===== config.mk =====
export PLATFORM = sky130hd
export DESIGN_NAME = memory_arbiter
export DESIGN_NICKNAME = d
export VERILOG_FILES = /design/src/rtl/memory_access_width_pkg.sv /design/src/rtl/memory_tag_fifo.sv /design/src/rtl/memory_arbiter.sv
export SDC_FILE = /design/constraint.sdc
export NUM_CORES = 1
export LEC_CHECK = 0
export ABC_AREA = 1
export BUFFER_PORTS_ARGS = -buffer_cell sky130_fd_sc_hd__clkbuf_2
export CAP_MARGIN = 5
export CORE_ASPECT_RATIO = 0.9
export CORE_MARGIN = 4
export CORE_UTILIZATION = 51
export DETAILED_ROUTE_END_ITERATION = 8
export PLACE_DENSITY_LB_ADDON = 0.05
export SETUP_SLACK_MARGIN = 0.05
export SLEW_MARGIN = 40
export SYNTH_ARGS = -nofsm -noshare
export SYNTH_HDL_FRONTEND = slang
export SYNTH_HIERARCHICAL = 1
export SYNTH_SLANG_ARGS = --single-unit

===== constraint.sdc =====
create_clock -name clk -period 3.2 [get_ports clk]
set_input_delay 0.16 -clock clk [delete_from_list [all_inputs] [get_ports clk]]
set_output_delay 0.16 -clock clk [all_outputs]
set_load 0.01 [all_outputs]

===== src/rtl/memory_access_width_pkg.sv =====
// Shared memory access width type plus byte-enable and lane-shift helpers.
package memory_access_width_pkg;

    typedef enum logic [1:0] {
        BYTE = 2'd0,
        HALF = 2'd1,
        WORD = 2'd2
    } memory_access_width_t;

    localparam int unsigned MaxLanes = 16;

    // Enables for an access of the given width starting at lane 'offset', clipped at the word edge.
    function automatic logic [MaxLanes-1:0] width_be(memory_access_width_t width,
                                                     int unsigned offset,
                                                     int unsigned lanes);
        logic [MaxLanes-1:0] base;
        logic [MaxLanes-1:0] lane_mask;
        lane_mask = (MaxLanes'(1) << lanes) - MaxLanes'(1);
        case (width)
            BYTE:    base = MaxLanes'(1);
            HALF:    base = MaxLanes'(3);
            default: base = lane_mask;
        endcase
        return (base << offset) & lane_mask;
    endfunction

    function automatic int unsigned lane_shift(int unsigned offset);
        return 8 * offset;
    endfunction

endpackage


===== src/rtl/memory_tag_fifo.sv =====
// In-order tag FIFO holding bookkeeping for accepted-but-unanswered requests.
module memory_tag_fifo #(
    parameter int unsigned WIDTH = 8,
    parameter int unsigned DEPTH = 4
) (
    input  logic             clk,
    input  logic             rst_n,
    input  logic             push,
    input  logic             pop,
    input  logic [WIDTH-1:0] wdata,
    output logic [WIDTH-1:0] rdata,
    output logic             full,
    output logic             empty
);
    localparam int unsigned AW = (DEPTH > 1) ? $clog2(DEPTH) : 1;

    logic [WIDTH-1:0] mem_q [DEPTH];
    logic [AW-1:0]    wr_ptr_q, rd_ptr_q;
    logic [AW:0]      count_q;
    logic             do_push, do_pop;

    assign full    = (count_q == (AW+1)'(DEPTH));
    assign empty   = (count_q == '0);
    assign do_push = push && !full;
    assign do_pop  = pop && !empty;
    assign rdata   = mem_q[rd_ptr_q];

    always_ff @(posedge clk) begin
        if (do_push) begin
            mem_q[wr_ptr_q] <= wdata;
        end
    end

    always_ff @(posedge clk or negedge rst_n) begin
        if (!rst_n) begin
            wr_ptr_q <= '0;
            rd_ptr_q <= '0;
            count_q  <= '0;
        end else begin
            if (do_push) wr_ptr_q <= wr_ptr_q + 1'b1;
            if (do_pop)  rd_ptr_q <= rd_ptr_q + 1'b1;
            case ({do_push, do_pop})
                2'b10:   count_q <= count_q + 1'b1;
                2'b01:   count_q <= count_q - 1'b1;
                default: count_q <= count_q;
            endcase
        end
    end

endmodule


===== src/rtl/memory_arbiter.sv =====
// Round-robin N-channel arbiter onto one registered memory port with in-order response routing.
module memory_arbiter
    import memory_access_width_pkg::*;
#(
    parameter int unsigned N_PORTS         = 2,
    parameter int unsigned MAX_OUTSTANDING = 4,
    parameter int unsigned ADDR_W          = 32,
    parameter int unsigned DATA_W          = 32
) (
    input  logic                                clk,
    input  logic                                rst_n,
    input  logic                 [N_PORTS-1:0]  req_valid,
    output logic                 [N_PORTS-1:0]  req_ready,
    input  logic                 [N_PORTS-1:0]  req_we,
    input  logic          [N_PORTS*ADDR_W-1:0]  req_addr,
    input  memory_access_width_t [N_PORTS-1:0]  req_width,
    input  logic          [N_PORTS*DATA_W-1:0]  req_wdata,
    output logic                 [N_PORTS-1:0]  rsp_valid,
    output logic                 [DATA_W-1:0]   rsp_rdata,
    output logic                                mem_valid,
    output logic                                mem_we,
    output logic                 [ADDR_W-1:0]   mem_addr,
    output logic                 [DATA_W/8-1:0] mem_be,
    output logic                 [DATA_W-1:0]   mem_wdata,
    input  logic                                mem_ready,
    input  logic                                mem_rsp_valid,
    input  logic                 [DATA_W-1:0]   mem_rdata
);
    localparam int unsigned Lanes = DATA_W / 8;
    localparam int unsigned OffW  = (Lanes > 1) ? $clog2(Lanes) : 1;
    localparam int unsigned IdW   = (N_PORTS > 1) ? $clog2(N_PORTS) : 1;
    localparam int unsigned TagW  = IdW + 2 + OffW;

    logic [IdW-1:0]       ptr_q, ptr_d, grant_id;
    logic                 grant_valid, accept;
    int unsigned          idx;

    logic                 sel_we;
    logic [ADDR_W-1:0]    sel_addr;
    logic [DATA_W-1:0]    sel_wdata, sel_bitmask;
    memory_access_width_t sel_width;
    logic [OffW-1:0]      sel_off;
    logic [MaxLanes-1:0]  sel_be_full;

    logic [TagW-1:0]      push_tag, head_tag;
    logic                 fifo_full, fifo_empty, pop;
    logic [IdW-1:0]       head_id;
    memory_access_width_t head_width;
    logic [OffW-1:0]      head_off;
    logic [MaxLanes-1:0]  head_be_full;
    logic [DATA_W-1:0]    head_bitmask;

    always_comb begin
        grant_valid = 1'b0;
        grant_id    = '0;
        idx         = 0;
        for (int unsigned i = 0; i < N_PORTS; i++) begin
            idx = (int'(ptr_q) + i) % N_PORTS;
            if (!grant_valid && req_valid[idx]) begin
                grant_valid = 1'b1;
                grant_id    = IdW'(idx);
            end
        end
    end

    // Acceptance never depends on mem_rsp_valid, so a full FIFO blocks even on a same-cycle pop.
    assign accept    = rst_n && grant_valid && (!mem_valid || mem_ready) && !fifo_full;
    assign req_ready = accept ? (N_PORTS'(1) << grant_id) : '0;

    always_comb begin
        ptr_d = ptr_q;
        if (accept) begin
            ptr_d = (grant_id == IdW'(N_PORTS - 1)) ? '0 : grant_id + 1'b1;
        end
    end

    always_comb begin
        sel_we      = req_we[grant_id];
        sel_addr    = req_addr[grant_id*ADDR_W +: ADDR_W];
        sel_wdata   = req_wdata[grant_id*DATA_W +: DATA_W];
        sel_width   = req_width[grant_id];
        sel_off     = (Lanes > 1) ? sel_addr[OffW-1:0] : '0;
        sel_be_full = width_be(sel_width, int'(sel_off), Lanes);
        sel_bitmask = '0;
        for (int unsigned l = 0; l < Lanes; l++) begin
            sel_bitmask[8*l +: 8] = {8{sel_be_full[l]}};
        end
    end

    always_ff @(posedge clk or negedge rst_n) begin
        if (!rst_n) begin
            ptr_q     <= '0;
            mem_valid <= 1'b0;
            mem_we    <= 1'b0;
            mem_addr  <= '0;
            mem_be    <= '0;
            mem_wdata <= '0;
        end else begin
            ptr_q <= ptr_d;
            if (accept) begin
                mem_valid <= 1'b1;
                mem_we    <= sel_we;
                mem_addr  <= sel_addr & ~ADDR_W'(Lanes - 1);
                mem_be    <= sel_be_full[Lanes-1:0];
                mem_wdata <= (sel_wdata << lane_shift(int'(sel_off))) & sel_bitmask;
            end else if (mem_ready) begin
                mem_valid <= 1'b0;
            end
        end
    end

    assign push_tag = {grant_id, sel_width, sel_off};
    assign pop      = mem_rsp_valid && !fifo_empty;

    memory_tag_fifo #(
        .WIDTH (TagW),
        .DEPTH (MAX_OUTSTANDING)
    ) u_tag_fifo (
        .clk   (clk),
        .rst_n (rst_n),
        .push  (accept),
        .pop   (pop),
        .wdata (push_tag),
        .rdata (head_tag),
        .full  (fifo_full),
        .empty (fifo_empty)
    );

    always_comb begin
        head_id      = head_tag[TagW-1 -: IdW];
        head_width   = memory_access_width_t'(head_tag[OffW +: 2]);
        head_off     = head_tag[OffW-1:0];
        head_be_full = width_be(head_width, 0, Lanes);
        head_bitmask = '0;
        for (int unsigned l = 0; l < Lanes; l++) begin
            head_bitmask[8*l +: 8] = {8{head_be_full[l]}};
        end
        rsp_valid = '0;
        rsp_rdata = '0;
        if (pop) begin
            rsp_valid = N_PORTS'(1) << head_id;
            rsp_rdata = (mem_rdata >> lane_shift(int'(head_off))) & head_bitmask;
        end
    end

    // Responses with nothing outstanding are dropped; flag them in simulation without stopping.
    assert property (@(posedge clk) disable iff (!rst_n) !(mem_rsp_valid && fifo_empty))
        else $warning("memory_arbiter: response received with no outstanding request");

endmodule


==> run metrics <==
Arrival @ worst endpoint 2.67 ns; commonest non-fill, non-tap cell in the layout nand2_1; area grow syn2layout 27.9%; via count 6,061; Starting Density 53.1%; commonest cells after routing, fill and taps aside nand2_1 (355), clkbuf_2 (274), nand3_1 (81); HP Class in2async; DIE HEIGHT 109 um; Pre-antenna DRT Iters 7; IO Port Bufs between 200 and 300; TritonCTS sink count 96; synthesized instance count between 700 and 800; CP Cell Sequence inv_2 > o211ai_1 > nand2_1 > buf_4 > clkinv_1 > nand3_1 > nor2_1 > clkbuf_2; # setup viols final 0; Synth Register Bits 96; Finished Cell Area 7460 um^2; die width 121 um; sequential share of the synthesized area 42.9%; Static Leak around 4.3 nW; Core ar. 11,000 um^2; DR WL/cell ~15 um; largest net degree at the start of global routing 77; Final Cycle Share 88.5%; critical path peak fanout 21; Post-Route WL 17,900 um; Max rail drop VDD 0.400 mV; row count 36; fin nets 1,225; Yosys top cell area share between 30 and 40%; PwrDens 812 nW/um^2; GRT Total Usage 26.6%; Detailed Route Iter0 Violations 444; post-CTS setup buffer count 0; setup slack, reg-to-reg 0.73 ns; number of buffers on the longest clock path 2; synthesized cell area about 5800 um^2; post-synthesis cell type count 37; placed insts 1,188; Antenna Violating Nets Remaining 0; first-pass GRT wire length 28,300 um; RSZ-0062 raised after global routing false; Critical Path RT between 3 and 4 ns; Sum Neg Setup Slack 0 ns; IO Pins 278; Slew headroom between 40% and 50%; worst-margin pin slew 0.793 ns; depth of the CTS H-tree 3; Post-CTS Resized 0; worst setup path class reg2out; CTS tree done; synthesized area per cell 7.31 um^2; gr ovfl total 0; status finished with violations; Vias/cell slightly above 5; layout cell share with drive strength beyond 1 30.1%; CTS buffer count 9; Antenna diodes 0; Synth area leader dfrtp_1; Post-DP Area around 7200 um^2; CP peak stage delay roughly 0.62 ns; Worst-path clk slew 0.07 ns; drt drc 0; maxcap violations 0; max-slew violations 0; Finished Core Util 67.9%; die area 13,200 um^2; Synth Warn # 6; Reg2Reg Capture Point u_tag_fifo/count_q[1]$_DFFE_PN0P_; Slowest-stage cell, CP nand3_1; Post-DP HPWL 13,800 um; Tmin final 2.83 ns; clock root buffer master clkbuf_16; r2r worst-path depth 11; cts-stage hold buffer count 0; Finished Layout Cells 1,204; Startpoint Class register; Routability Congestion 0.896; Critical Path Sink Type primary output; ranking of synthesized cells by area dfrtp_1 (33%), nand2_1 (23%), edfxtp_1 (10%), nand3_1 (6.9%), inv_1 (3.9%); Worst Skew 0.00717 ns; final hold vios 5; worst hold slack -0.0215 ns; critical path startpoint u_tag_fifo/rd_ptr_q[0]$_DFFE_PN0P_; failing checks negative hold slack; initial antenna violation count 0; r2r startpoint u_tag_fifo/count_q[1]$_DFFE_PN0P_; vias in the first global route 5,822; Highest Clock Rate about 0.35 GHz; latest clock arrival within the worst-skew pair between 0.3 and 0.4 ns
==> synthesized netlist by cell type, drive strengths merged <==
cell type / number
a211oi: 8
a311oi: 8
nor2: 38
clkinv: 2
nand3: 85
buf: 37
a22o: 1
a21oi: 9
nand2: 362
o211ai: 10
mux2i: 8
nand3b: 7
ha: 5
fa: 1
a22oi: 26
o21ai: 10
o31ai: 1
conb: 1
edfxtp: 20
nand4: 8
inv: 65
clkbuf: 9
dfrtp: 76
xnor2: 1
==> metrics by stage <==
stage	total power [mW]	worst slack, ns
2_1_floorplan	4.01	1.23
3_3_place_gp	5.05	0.703
3_5_place_dp	5.09	0.645
4_1_cts	6.09	0.402
5_1_grt	6.55	0.105
6_report	6.06	0.368
==> layout make-up <==
cell class,count,area [um^2]
Tap cell,152,190
Inverter,67,251
Clock buffer,12,236
Fill cell,1050,3530
Multi-Input combinational cell,590,2810
Sequential cell,96,2500
Clock inverter,4,30.0
Timing Repair Buffer,283,1440
==> power by group <==
part	switching, mW	internal (mW)	total [mW]
Clock	0.454	0.531	0.985
Sequential	0.298	1.72	2.02
Combinational	1.94	1.11	3.05
Total	2.69	3.37	6.06
==> flip-flops by register name, summed over array words and instances (netlist names) <==
register / count
mem_wdata: 32
mem_addr: 30
u_tag_fifo/mem_q: 20
mem_be: 4
u_tag_fifo/count_q: 3
u_tag_fifo/rd_ptr_q: 2
u_tag_fifo/wr_ptr_q: 2
mem_valid: 1
mem_we: 1
ptr_q: 1
==> cells by family after synthesis <==
logic type	after synthesis	synth area share [%]
AOI/OAI and AO/OA	73	8.92
buffers and inverters	113	9.02
adders and majority gates	6	1.41
muxes	8	1.37
other	1	0.0642
DFF	96	42.9
and+or+nand+nor	500	36.2
xor gates and xnor gates	1	0.150
==> how the worst max path moves through the flow <==
stage / end / cells after the start / slack, ns
final: rsp_rdata[18] / 8 / 0.37
after floorplan: u_tag_fifo/count_q[2]$_DFFE_PN0P_ / 14 / 1.23
after detailed placement: u_tag_fifo/count_q[1]$_DFFE_PN0P_ / 10 / 0.64
after global placement: u_tag_fifo/count_q[1]$_DFFE_PN0P_ / 10 / 0.70
after global routing: rsp_rdata[18] / 8 / 0.10
after CTS: rsp_rdata[20] / 8 / 0.40
==> critical path: cells and delay by family, from the launching register on <==
kind,cells,cell delay [ns]
buf+inv,4,0.99
simple gates,3,0.81
flops,1,0.40
compound gates,1,0.13
==> per-layer routing <==
| layer | vias up | routed length, um | global-route usage, % |
|---|---|---|---|
| met5 | - | 0 | 0 |
| met4 | 0 | 306 | 6.39 |
| met3 | 25 | 1170 | 4.99 |
| met2 | 217 | 9010 | 46.7 |
| met1 | 2747 | 7450 | 34.2 |
| li1 | 3072 | - | - |
Note: power is estimated with default switching activity, not from simulation.
